==> src/rtl/pipe_ctrl.sv <==
// Pipeline control: merges hold sources into per-stage stalls, defers jumps under hold,
// and flushes FLUSH_CYCLES bubbles per issued jump. Define PIPE_CTRL_STAT_EN for stall/flush counters.
//
// state | meaning
// IDLE  | no jump in flight
// PEND  | jump received under hold, waiting for release
// FLUSH | bubbles still owed for the last issued jump
module pipe_ctrl #(
  parameter int ADDR_W       = 32,
  parameter int NUM_STAGES   = 3,
  parameter int NUM_HOLD_SRC = 2,
  parameter int FLUSH_CYCLES = 2,
  parameter int LVL_W        = $clog2(NUM_STAGES)
) (
  input  logic                          clk,
  input  logic                          rst,
  input  logic [ADDR_W-1:0]             jump_addr_i,
  input  logic                          jump_en_i,
  input  logic [NUM_HOLD_SRC-1:0]       hold_req_i,
  input  logic [NUM_HOLD_SRC*LVL_W-1:0] hold_lvl_i,
  output logic [ADDR_W-1:0]             jump_addr_o,
  output logic                          jump_en_o,
  output logic [NUM_STAGES-1:0]         hold_o,
  output logic [NUM_STAGES-1:0]         flush_o,
`ifdef PIPE_CTRL_STAT_EN
  output logic [31:0]                   stall_cnt_o,
  output logic [31:0]                   flush_cnt_o,
`endif
  output logic                          busy_o
);

  localparam int CNT_W = $clog2(FLUSH_CYCLES + 1);

  typedef enum logic [1:0] {IDLE, PEND, FLUSH} state_t;

  state_t              state, state_nxt;
  logic [ADDR_W-1:0]   pend_addr, pend_nxt;
  logic [CNT_W-1:0]    cnt, cnt_nxt;
  logic [ADDR_W-1:0]   addr_sel;
  logic [NUM_STAGES-1:0] hold_vec;
  logic [LVL_W-1:0]    lvl;
  logic                hold_any;
  logic                issue;
  logic                flush_st;

  assign hold_any = |hold_req_i;

  // Out-of-range levels clamp to the deepest stage, giving a thermometer from bit 0.
  always_comb begin
    hold_vec = '0;
    lvl      = '0;
    for (int i = 0; i < NUM_HOLD_SRC; i++) begin
      lvl = hold_lvl_i[i*LVL_W +: LVL_W];
      if (int'(lvl) >= NUM_STAGES) lvl = LVL_W'(NUM_STAGES - 1);
      for (int k = 0; k < NUM_STAGES; k++) begin
        if (hold_req_i[i] && int'(lvl) >= k) hold_vec[k] = 1'b1;
      end
    end
  end

  always_comb begin
    state_nxt = state;
    pend_nxt  = pend_addr;
    cnt_nxt   = cnt;
    issue     = 1'b0;
    flush_st  = 1'b0;
    addr_sel  = jump_addr_i;
    case (state)
      IDLE: begin
        if (jump_en_i) begin
          if (hold_any) begin
            pend_nxt  = jump_addr_i;
            state_nxt = PEND;
          end else begin
            issue = 1'b1;
          end
        end
      end
      PEND: begin
        if (hold_any) begin
          if (jump_en_i) pend_nxt = jump_addr_i;
        end else begin
          issue    = 1'b1;
          addr_sel = jump_en_i ? jump_addr_i : pend_addr;
        end
      end
      FLUSH: begin
        flush_st = 1'b1;
        if (hold_any) begin
          if (jump_en_i) begin
            pend_nxt  = jump_addr_i;
            state_nxt = PEND;
          end
        end else if (jump_en_i) begin
          issue = 1'b1;
        end else begin
          cnt_nxt = cnt - CNT_W'(1);
          if (cnt == CNT_W'(1)) state_nxt = IDLE;
        end
      end
      default: state_nxt = IDLE;
    endcase
    if (issue) begin
      if (FLUSH_CYCLES > 1) begin
        state_nxt = FLUSH;
        cnt_nxt   = CNT_W'(FLUSH_CYCLES - 1);
      end else begin
        state_nxt = IDLE;
      end
    end
  end

  always_ff @(posedge clk) begin
    if (rst) begin
      state     <= IDLE;
      pend_addr <= '0;
      cnt       <= '0;
    end else begin
      state     <= state_nxt;
      pend_addr <= pend_nxt;
      cnt       <= cnt_nxt;
    end
  end

  assign jump_en_o   = issue && !rst;
  assign jump_addr_o = (issue && !rst) ? addr_sel : '0;
  assign flush_o     = (!rst && (issue || flush_st)) ? {{(NUM_STAGES-1){1'b1}}, 1'b0} : '0;
  assign hold_o      = rst ? '0 : hold_vec;
  assign busy_o      = !rst && (state != IDLE);

`ifdef PIPE_CTRL_STAT_EN
  logic [31:0] stall_q, flush_q;

  always_ff @(posedge clk) begin
    if (rst) begin
      stall_q <= '0;
      flush_q <= '0;
    end else begin
      if (hold_any && stall_q != 32'hFFFF_FFFF) stall_q <= stall_q + 32'd1;
      if (issue && flush_q != 32'hFFFF_FFFF) flush_q <= flush_q + 32'd1;
    end
  end

  assign stall_cnt_o = rst ? '0 : stall_q;
  assign flush_cnt_o = rst ? '0 : flush_q;
`endif

endmodule

==> config.mk <==
export PLATFORM = sky130hd
export DESIGN_NAME = pipe_ctrl
export DESIGN_NICKNAME = d
export VERILOG_FILES = /design/src/rtl/pipe_ctrl.sv
export SDC_FILE = /design/constraint.sdc
export NUM_CORES = 1
export LEC_CHECK = 0
export ABC_AREA = 1
export CORE_MARGIN = 5
export CORE_UTILIZATION = 25
export DETAILED_ROUTE_END_ITERATION = 8
export GPL_ROUTABILITY_DRIVEN = 0
export PLACE_DENSITY_LB_ADDON = 0.25
export SYNTH_ARGS = -nofsm -noshare
export SYNTH_HDL_FRONTEND = slang
export SYNTH_SLANG_ARGS = --single-unit
==> constraint.sdc <==
create_clock -name clk -period 2 [get_ports clk]
set_clock_uncertainty 0.1 [all_clocks]
set_input_delay 0.4 -clock clk [delete_from_list [all_inputs] [get_ports clk]]
set_output_delay 0.4 -clock clk [all_outputs]
set_load 0.02 [all_outputs]
== Word level (Yosys, flattened, before mapping) ==
Index checks and enable logic that the tools add are counted.
Word-level totals
  flip-flop bits (word level): 36
  output and inout port bits: 40
  word-level logic and storage cells: 89
Cells by class
  add/sub/neg operators: 1
  $lt $le $gt $ge: 6
  equal/unequal tests: 17
  muxes and demuxes: 36
  bitwise gates (word level): 3
  reduce and logical (&&, ||, !) cells: 21
Operators by type and width (number)
  $mux W32: 7
  $pmux W32 S2: 1
  $mux W2: 9
  $mux W1: 15
  $ne A3 B3 Y1 const B: 5
  $ne A4 B4 Y1 const B: 3
  $reduce_and A6 Y1: 2
  $ge A2 B2 Y1 const B: 4
  $logic_and A1 B1 Y1: 7
  $mux W3: 2
  $ne A2 B1 Y1 const B: 3
  $ne A2 B2 Y1 const B: 3
  $pmux W2 S3: 1
  $reduce_and A3 Y1: 2
  $reduce_bool A2 Y1: 3
  $reduce_or A2 Y1: 3
  $eq A2 B1 Y1 const B: 2
  $ge A2 B1 Y1 const B: 2
  $reduce_and A4 Y1: 1
  $not A1 Y1: 3
  $pmux W1 S3: 1
  $eq A2 B2 Y1 const B: 1
  $logic_not A2 Y1: 1
  $sub A2 B1 Y2 const B: 1
  other kinds (2): 2

== Longest topological paths before layout ==
Gate-level depths: netlist of the first run.
  depth in word-level cells: 7
  depth in mapped cells: 10
  depth with buffers taken out: 9

== Least setup slack after synthesis of the first run ==
Ideal clock, no wire load.
  kind: flip-flop to output port
  start: register state[0]
  end: output flush_o[2]
  data arrival time: 1558 ps
  data required time: 1500 ps
  path slack: -58 ps
  stages on the path, launching flop included: 10
  path buffers: 1
  cells stage by stage: dfxtp_1 -> inv_1 -> ha_1 -> inv_1 -> nand2_1 -> nand3_1 -> nand2_2 -> nand3_4 -> o21ai_0 -> buf_4
On the way
  cells in the longest elaborated chain, start to end: 5
  elaborated cells between the ends (all ways): 8
  those cells by class: 2 x eq/ne; 3 x mux; 3 x reduce/logical
RTL lines
  from (decl): line 36  | state_t state, state_nxt;
  from (signal assigned): line 119  | state <= state_nxt;
  $eq A2 B2 Y1, or another cell as far along: line 68  | case (state)
  $pmux W1 S3 or $mux W1 (tied branches): line 68
  $logic_or A1 B1 Y1 *: line 127  | assign flush_o = (!rst && (issue || flush_st)) ? {{(NUM_STAGES-1){1'b1}}, 1'b0} : '0;
  $logic_and A1 B1 Y1 *: line 127
  $mux W3 *: line 127
  to (decl): line 24  | output logic [NUM_STAGES-1:0] flush_o,
Every way passes the cells marked *; elsewhere a longest branch is shown, timed or not.

== Worst setup path after layout of the first run ==
  start: register state[1]
  end: output jump_addr_o[9]
On the way
  cells in the longest elaborated chain, start to end: 4
  elaborated cells between the ends (all ways): 7
  those cells by class: 2 x eq/ne; 3 x mux; 2 x reduce/logical
RTL lines
  $eq A2 B2 Y1, or another cell as far along: line 68
  $pmux W1 S3: line 68
  $logic_and A1 B1 Y1: line 126  | assign jump_addr_o = (issue && !rst) ? addr_sel : '0;
  $mux W32 *: line 126
  to (decl): line 21  | output logic [ADDR_W-1:0] jump_addr_o,
Marked as above.

==> impl_table.tex, run 1 <==
\begin{tabular}{lr}
\hline
Metric & Value \\
\hline
\multicolumn{2}{l}{\textbf{Status}} \\
Run status & finished, violations left \\
Violations in the final reports & setup timing \\
\multicolumn{2}{l}{\textbf{GRT}} \\
Wire length of the first global-routing pass & 16,000 um \\
Pin count of the biggest net entering global routing & 49 \\
GRT overflow & 0 \\
Initial antenna violation count & 0 \\
Vias in the first global route & 3,435 \\
All-layer global routing usage & 0.132 \\
\multicolumn{2}{l}{\textbf{Route}} \\
DRC & 0 \\
Via-per-instance ratio & 4.40 \\
Final routed wire length divided by cell count & 11.3 um \\
Post-Route WL & 9290 um \\
Antenna violation net count after detailed routing & 0 \\
Initial drt markers & 104 \\
Router iterations before antenna repair & 5 \\
Vias post-DR & 3,604 \\
\multicolumn{2}{l}{\textbf{Job}} \\
Max-capacitance violation count & 0 \\
\multicolumn{2}{l}{\textbf{Yosys}} \\
Sequential element share of the synthesized area & 0.242 \\
List of most frequent post-synthesis cells & 170 x nor2\_1, 109 x nand2\_1, 77 x inv\_1 \\
Most frequent cell after synthesis & nor2\_1 \\
Adder-Cell Fraction of Synth Area & 0.0210 \\
Cell type with the largest total area after synthesis & dfxtp\_1 \\
Dominant combinational cell family by area after synthesis & simple AND/OR/NAND/NOR gates \\
Count of cell types in the netlist & 26 \\
Async set-reset flop share out of synthesis & 0 \\
Syn Nets & 597 \\
Yosys warnings & 0 \\
Average size of a mapped cell & 5.40 um2 \\
Post-Synthesis Cells & 551 \\
Number of enable flip-flop cells after synthesis & 0 \\
Main synth FF type & dfxtp\_1 \\
Post-synthesis cell area & 2970 um2 \\
Synth Register Bits & 36 \\
XOR/XNOR share of the synthesized area & 0.00294 \\
Post-synthesis compound-gate area fraction & 0.122 \\
Most area-consuming cells after synthesis & dfxtp\_1 24\%, nor2\_1 21\%, nand2\_1 14\%, inv\_1 9.7\%, o21ai\_0 5.7\% \\
Post-synthesis simple-gate area fraction & 0.433 \\
Top cell type's share of synthesized area & 0.242 \\
Mux cell area share after synthesis & 0 \\
\multicolumn{2}{l}{\textbf{Critical path}} \\
WP data arrival & 1.74 ns \\
Type of element launching the critical path & register \\
Endpoint class of the critical path & primary output \\
Crit path max fanout & 7 \\
WS Path Type & reg -> out \\
Endpoint required time on the critical path & 1.50 ns \\
\multicolumn{2}{l}{\textbf{Clocking}} \\
TritonCTS clock tree & built \\
Clock Tree Buf Depth & 2 \\
Clock input transition at the sequential cells of the worst setup and hold paths & 0.06 ns \\
Clock insertion delay at the later pin of the skew report & 0.27 ns \\
Total number of clock tree sinks & 36 \\
Number of buffers created by CTS & 5 \\
Clk Tree Root Cell & clkbuf\_16 \\
Deepest level of the CTS H-tree & 2 \\
\multicolumn{2}{l}{\textbf{Floorplan}} \\
Total die area & 14,200 um2 \\
Number of I/O pins & 81 \\
Initial standard-cell utilization of the core & 0.258 \\
Core ar. & 11,500 um2 \\
Floorplan row count & 39 \\
Die outline height & 119 um \\
Floorplan die width & 119 um \\
\multicolumn{2}{l}{\textbf{Timing}} \\
Minimum setup slack in the final design & -0.238 ns \\
Fmax & 0.447 GHz \\
Max-slew violation total from the final report & 0 \\
Final count of hold timing violations & 0 \\
Period utilization & 1.12 \\
Setup Viol. Count Final & 35 \\
Minimum clock period after layout & 2.24 ns \\
Sum Neg Setup Slack & -7.34 ns \\
RSZ-0062 raised after global routing & yes \\
\multicolumn{2}{l}{\textbf{Power}} \\
Cell leakage power & 2.35 nW \\
Power density over the cells & 843 nW/um2 \\
IR drop worst, VDD & 0.372 mV \\
Power after layout & 0.00414 W \\
\multicolumn{2}{l}{\textbf{Finish}} \\
Net count reported at finish & 721 \\
Share of cells above drive strength 1 & 0.263 \\
Layout filler cell count & 1,215 \\
Signed area change from the synthesized netlist to the final layout & 65.0\% \\
Count of inserted antenna diode cells & 0 \\
\multicolumn{2}{l}{\textbf{Placed design}} \\
HPWL after detailed placement & 6360 um \\
Number of buffers inserted by port buffering & 79 \\
\multicolumn{2}{l}{\textbf{Min path}} \\
Worst Hold Class & reg -> reg \\
\hline
\end{tabular}
## area by class of cell
| cell class | instances | area [um2] | share of cell area |
|---|---|---|---|
| Timing Repair Buffer | 152 | 1480 | 0.302 |
| Tap cell | 143 | 179 | 0.0365 |
| Multi-Input combinational cell | 401 | 2070 | 0.421 |
| Clock buffer | 6 | 139 | 0.0283 |
| Clock inverter | 2 | 10.0 | 0.00204 |
| Sequential cell | 36 | 728 | 0.148 |
| Inverter | 79 | 302 | 0.0614 |
## sequential cells by signal, summed over array words and instances (netlist names)
signal	cells
cnt	2
state	2
pend_addr	32
## per-stage QoR
step                      cells   util  instance area, um2  hold slack [ns]  setup slack, ns
after global placement      805  0.372                4280            0.397           -0.865
after CTS                   819  0.413                4760            0.415           -0.251
after floorplan             551      -                2970            0.391           0.0158
final                       819  0.426                4910            0.412           -0.238
after detailed placement    805  0.372                4280            0.405           -0.902
after global routing        819  0.426                4910            0.445           -0.321
## cells by family (layout without fill, tap and decap cells)
family | count (synthesis) | in the layout
xor+xnor | 1 | 1
buf+inv | 115 | 239
compound gates | 71 | 71
simple gates | 322 | 323
other cells | 1 | 1
flops | 36 | 36
fa+ha+maj | 5 | 5
## repair_timing
action / in CTS / in global routing
hold endpoints to repair: 0 / 0
setup endpoints to repair: 39 / 38
pin swaps: 21 / 16
resized for setup: 287 / 45
cloned: 3 / 0
hold buffers: 0 / 0
setup buffers: 3 / 0
## power breakdown
part	internal, W	switching [W]
Clock	0.000491	0.000302
Sequential	0.000951	0.000118
Combinational	0.000959	0.00132
Total	0.00240	0.00174
## cells in the final DEF (no fill, tap or decap), types with 32 or more instances in the layout
cell | netlist | final
buf_4 | 6 | 62
o21ai_0 | 34 | 33
clkdlybuf4s50_1 | 0 | 36
nor3_1 | 32 | 32
nand2_1 | 109 | 108
inv_1 | 77 | 72
dfxtp_1 | 36 | 34
buf_6 | 8 | 35
nor2_4 | 1 | 33
nor2_1 | 170 | 138
## metal layers
metal / vias up / wire [um] / track usage
met5: - / 0 / 0
met4: 0 / 65 / 0.0261
met3: 5 / 374 / 0.0251
met2: 56 / 4810 / 0.248
met1: 1630 / 4040 / 0.155
li1: 1913 / - / -
## critical path: stages, from the launching register on
cell	delay (ns)
dfxtp_4	0.37
buf_6	0.10
ha_4	0.12
inv_2	0.04
nand2_2	0.06
nand3_2	0.08
nand2_4	0.11
nand3_4	0.17
buf_12	0.21
nor2_4	0.08
buf_6	0.12
## path summary, 6_finish.rpt
kind | endpoint | cells past startpoint | slack (ns) | from
setup / recovery | jump_addr_o[9] | 10 | -0.24 | state[1]$_SDFFE_PP0P_
hold / removal | pend_addr[11]$_SDFFE_PP0P_ | 4 | 0.41 | pend_addr[11]$_SDFFE_PP0P_
setup reg to reg | pend_addr[8]$_SDFFE_PP0P_ | 10 | 0.33 | state[1]$_SDFFE_PP0P_
hold reg to reg | pend_addr[11]$_SDFFE_PP0P_ | 4 | 0.41 | pend_addr[11]$_SDFFE_PP0P_
Power figures use the tool's default switching activity.
==> run 2, diff against run 1 <==
--- a/config.mk
+++ b/config.mk
@@ -10,7 +10,8 @@
 export CORE_UTILIZATION = 25
 export DETAILED_ROUTE_END_ITERATION = 8
 export GPL_ROUTABILITY_DRIVEN = 0
-export PLACE_DENSITY_LB_ADDON = 0.25
+export PLACE_DENSITY_LB_ADDON = 0.08
+export RECOVER_POWER = 25
 export SYNTH_ARGS = -nofsm -noshare
 export SYNTH_HDL_FRONTEND = slang
 export SYNTH_SLANG_ARGS = --single-unit
==> run 2 against run 1 <==
Compared with the run above: the flow still finishes with violations (setup timing); critical path depth down 2; fmax up 1.4%; clock-buffer cell count down 1; first-iteration DRC count up 41%; routed wire length up 1.9%; non-clock buffer count down 16; cell count down 2.1%.
==> impl_table.tex, run 2 (synthesis results as in run 1) <==
\begin{tabular}{lr}
\hline
Metric & Value \\
\hline
\multicolumn{2}{l}{\textbf{Status}} \\
Run status & finished, violations left (unchanged) \\
Violations in the final reports & setup timing (unchanged) \\
\multicolumn{2}{l}{\textbf{Clocking}} \\
Deepest level of the CTS H-tree & 2 (unchanged) \\
TritonCTS clock tree & built (unchanged) \\
Clock input transition at the sequential cells of the worst setup and hold paths & 0.06 ns (about the same) \\
Clock insertion delay at the later pin of the skew report & 0.28 ns (was 0.27 ns) \\
Total number of clock tree sinks & 36 (unchanged) \\
Clock Tree Buf Depth & 2 (unchanged) \\
Number of buffers created by CTS & 5 (unchanged) \\
Clk Tree Root Cell & clkbuf\_16 (unchanged) \\
\multicolumn{2}{l}{\textbf{Route}} \\
Post-Route WL & 9470 um (was 9290 um) \\
Initial drt markers & 147 (was 104) \\
Final routed wire length divided by cell count & 11.8 um (was 11.3 um) \\
Vias post-DR & 3,500 (was 3,604) \\
DRC & 0 (unchanged) \\
Router iterations before antenna repair & 4 (was 5) \\
Antenna violation net count after detailed routing & 0 (unchanged) \\
Via-per-instance ratio & 4.36 (was 4.40) \\
\multicolumn{2}{l}{\textbf{Floorplan}} \\
Number of I/O pins & 81 (unchanged) \\
Die outline height & 119 um (unchanged) \\
Floorplan die width & 119 um (unchanged) \\
Total die area & 14,200 um2 (unchanged) \\
Initial standard-cell utilization of the core & 0.258 (unchanged) \\
Core ar. & 11,500 um2 (unchanged) \\
Floorplan row count & 39 (unchanged) \\
\multicolumn{2}{l}{\textbf{Min path}} \\
Cell depth of the worst hold path & 4 (unchanged) \\
Worst Hold Class & reg -> reg (unchanged) \\
Terminating pin of the worst hold path & pend\_addr[26]\$\_SDFFE\_PP0P\_ (was pend\_addr[11]\$\_SDFFE\_PP0P\_) \\
Hold Startpoint & pend\_addr[26]\$\_SDFFE\_PP0P\_ (was pend\_addr[11]\$\_SDFFE\_PP0P\_) \\
\multicolumn{2}{l}{\textbf{Timing}} \\
Fmax & 0.453 GHz (was 0.447 GHz) \\
Max-slew violation total from the final report & 0 (unchanged) \\
Setup Viol. Count Final & 35 (unchanged) \\
Final count of hold timing violations & 0 (unchanged) \\
Minimum setup slack in the final design & -0.207 ns (was -0.238 ns) \\
RSZ-0062 raised after global routing & yes (unchanged) \\
Period utilization & 1.10 (was 1.12) \\
Minimum clock period after layout & 2.21 ns (was 2.24 ns) \\
\multicolumn{2}{l}{\textbf{Power}} \\
Power density over the cells & 876 nW/um2 (was 843 nW/um2) \\
Cell leakage power & 2.24 nW (was 2.35 nW) \\
IR drop worst, VDD & 0.399 mV (was 0.372 mV) \\
\multicolumn{2}{l}{\textbf{Placed design}} \\
Number of buffers inserted by port buffering & 79 (unchanged) \\
HPWL after detailed placement & 6210 um (was 6360 um) \\
Total placed cells including tap cells & 790 (was 805) \\
\multicolumn{2}{l}{\textbf{Finish}} \\
Share of cells above drive strength 1 & 0.226 (was 0.263) \\
Signed area change from the synthesized netlist to the final layout & 55.1\% (was 65.0\%) \\
Count of inserted antenna diode cells & 0 (unchanged) \\
Final Non-Filler Cells & 802 (was 819) \\
Commonest cells after routing, fill and taps aside & 153 x nor2\_1, 109 x nand2\_1, 74 x inv\_1 (was 138 x nor2\_1, 108 x nand2\_1, 72 x inv\_1) \\
Largest regs & pend\_addr x32, cnt x2, state x2 (unchanged) \\
Commonest non-fill, non-tap cell in the layout & nor2\_1 (unchanged) \\
Largest register by flop count & pend\_addr (unchanged) \\
Post-route core utilization & 0.400 (was 0.426) \\
Max FFs per register & 32 (unchanged) \\
Net count reported at finish & 704 (was 721) \\
\multicolumn{2}{l}{\textbf{Critical path}} \\
WS Path Type & reg -> out (unchanged) \\
WP data arrival & 1.71 ns (was 1.74 ns) \\
Register-to-register setup slack & 0.18 ns (was 0.33 ns) \\
Logic depth of the worst register-to-register path & 8 (was 10) \\
Endpoint required time on the critical path & 1.50 ns (about the same) \\
Endpoint class of the critical path & primary output (unchanged) \\
Reg-to-reg critical path startpoint & state[1]\$\_SDFFE\_PP0P\_ (unchanged) \\
Crit path max fanout & 21 (was 7) \\
Type of element launching the critical path & register (unchanged) \\
Endpoint of the lowest-slack register-to-register path & pend\_addr[14]\$\_SDFFE\_PP0P\_ (was pend\_addr[8]\$\_SDFFE\_PP0P\_) \\
\multicolumn{2}{l}{\textbf{Job}} \\
Max-capacitance violation count & 0 (unchanged) \\
\multicolumn{2}{l}{\textbf{GRT}} \\
All-layer global routing usage & 0.137 (was 0.132) \\
GRT overflow & 0 (unchanged) \\
Vias in the first global route & 3,330 (was 3,435) \\
Initial antenna violation count & 0 (unchanged) \\
Wire length of the first global-routing pass & 16,400 um (was 16,000 um) \\
Pin count of the biggest net entering global routing & 35 (was 49) \\
\hline
\end{tabular}
[run 2: critical path, cell delays in order, from the launching register on]
cell	delay, ns
dfxtp_4	0.36
buf_4	0.12
ha_4	0.16
nand2_8	0.09
nand2_4	0.09
nand3_4	0.13
buf_12	0.20
nor2_1	0.12
buf_4	0.15
[run 2: power breakdown]
group          switching (W)  leakage (nW)  internal (W)
logic                0.00127          1.87      0.000919
clock network       0.000326        0.0736      0.000460
registers           0.000113         0.299      0.000950
total                0.00171          2.24       0.00233
[run 2: repair_timing]
item                                    4_1_cts  5_1_grt
hold buffers                                  0        0
gates resized for setup                     261       11
pin swaps                                    11        7
buffers inserted                              1        1
gates cloned                                  2        0
endpoints found under the setup margin       39       37
[run 2: worst max-delay path by stage]
| stage | from | endpoint | slack (ns) | cells after the start |
|---|---|---|---|---|
| final | state[0]$_SDFFE_PP0P_ | jump_addr_o[18] | -0.21 | 8 |
| after global routing | state[0]$_SDFFE_PP0P_ | jump_addr_o[12] | -0.30 | 10 |
| after floorplan | state[0]$_SDFFE_PP0P_ | flush_o[2] | 0.02 | 9 |
| after global placement | hold_req_i[1] | flush_o[2] | -0.78 | 8 |
| after detailed placement | hold_req_i[1] | jump_addr_o[26] | -0.83 | 8 |
| after CTS | state[0]$_SDFFE_PP0P_ | jump_addr_o[26] | -0.22 | 8 |
[run 2: metrics by stage]
stage	area, um2	setup slack (ns)	TNS, ns	hold WS, ns	total power [W]
after global routing	4610	-0.299	-8.61	0.443	0.00447
after CTS	4610	-0.217	-6.04	0.413	0.00416
after detailed placement	4220	-0.827	-29.08	0.401	0.00318
after floorplan	2970	0.0158	0	0.391	0.00243
final	4610	-0.207	-5.46	0.411	0.00404
after global placement	4220	-0.778	-27.99	0.398	0.00314
[run 2: layout make-up]
class                           instances  area [um2]
Multi-Input combinational cell        400        1960
Inverter                               79         302
Timing Repair Buffer                  136        1300
Clock buffer                            5         125
Clock inverter                          3        18.8
Fill cell                            1258        6900
Sequential cell                        36         728
Tap cell                              143         179
[run 2: per-layer routing]
metal	GRT usage	routed length, um	part of all wire
met4	0.0275	73	0.0077
met1	0.180	4440	0.47
met2	0.231	4540	0.48
met3	0.0322	412	0.044
met5	0	0	0
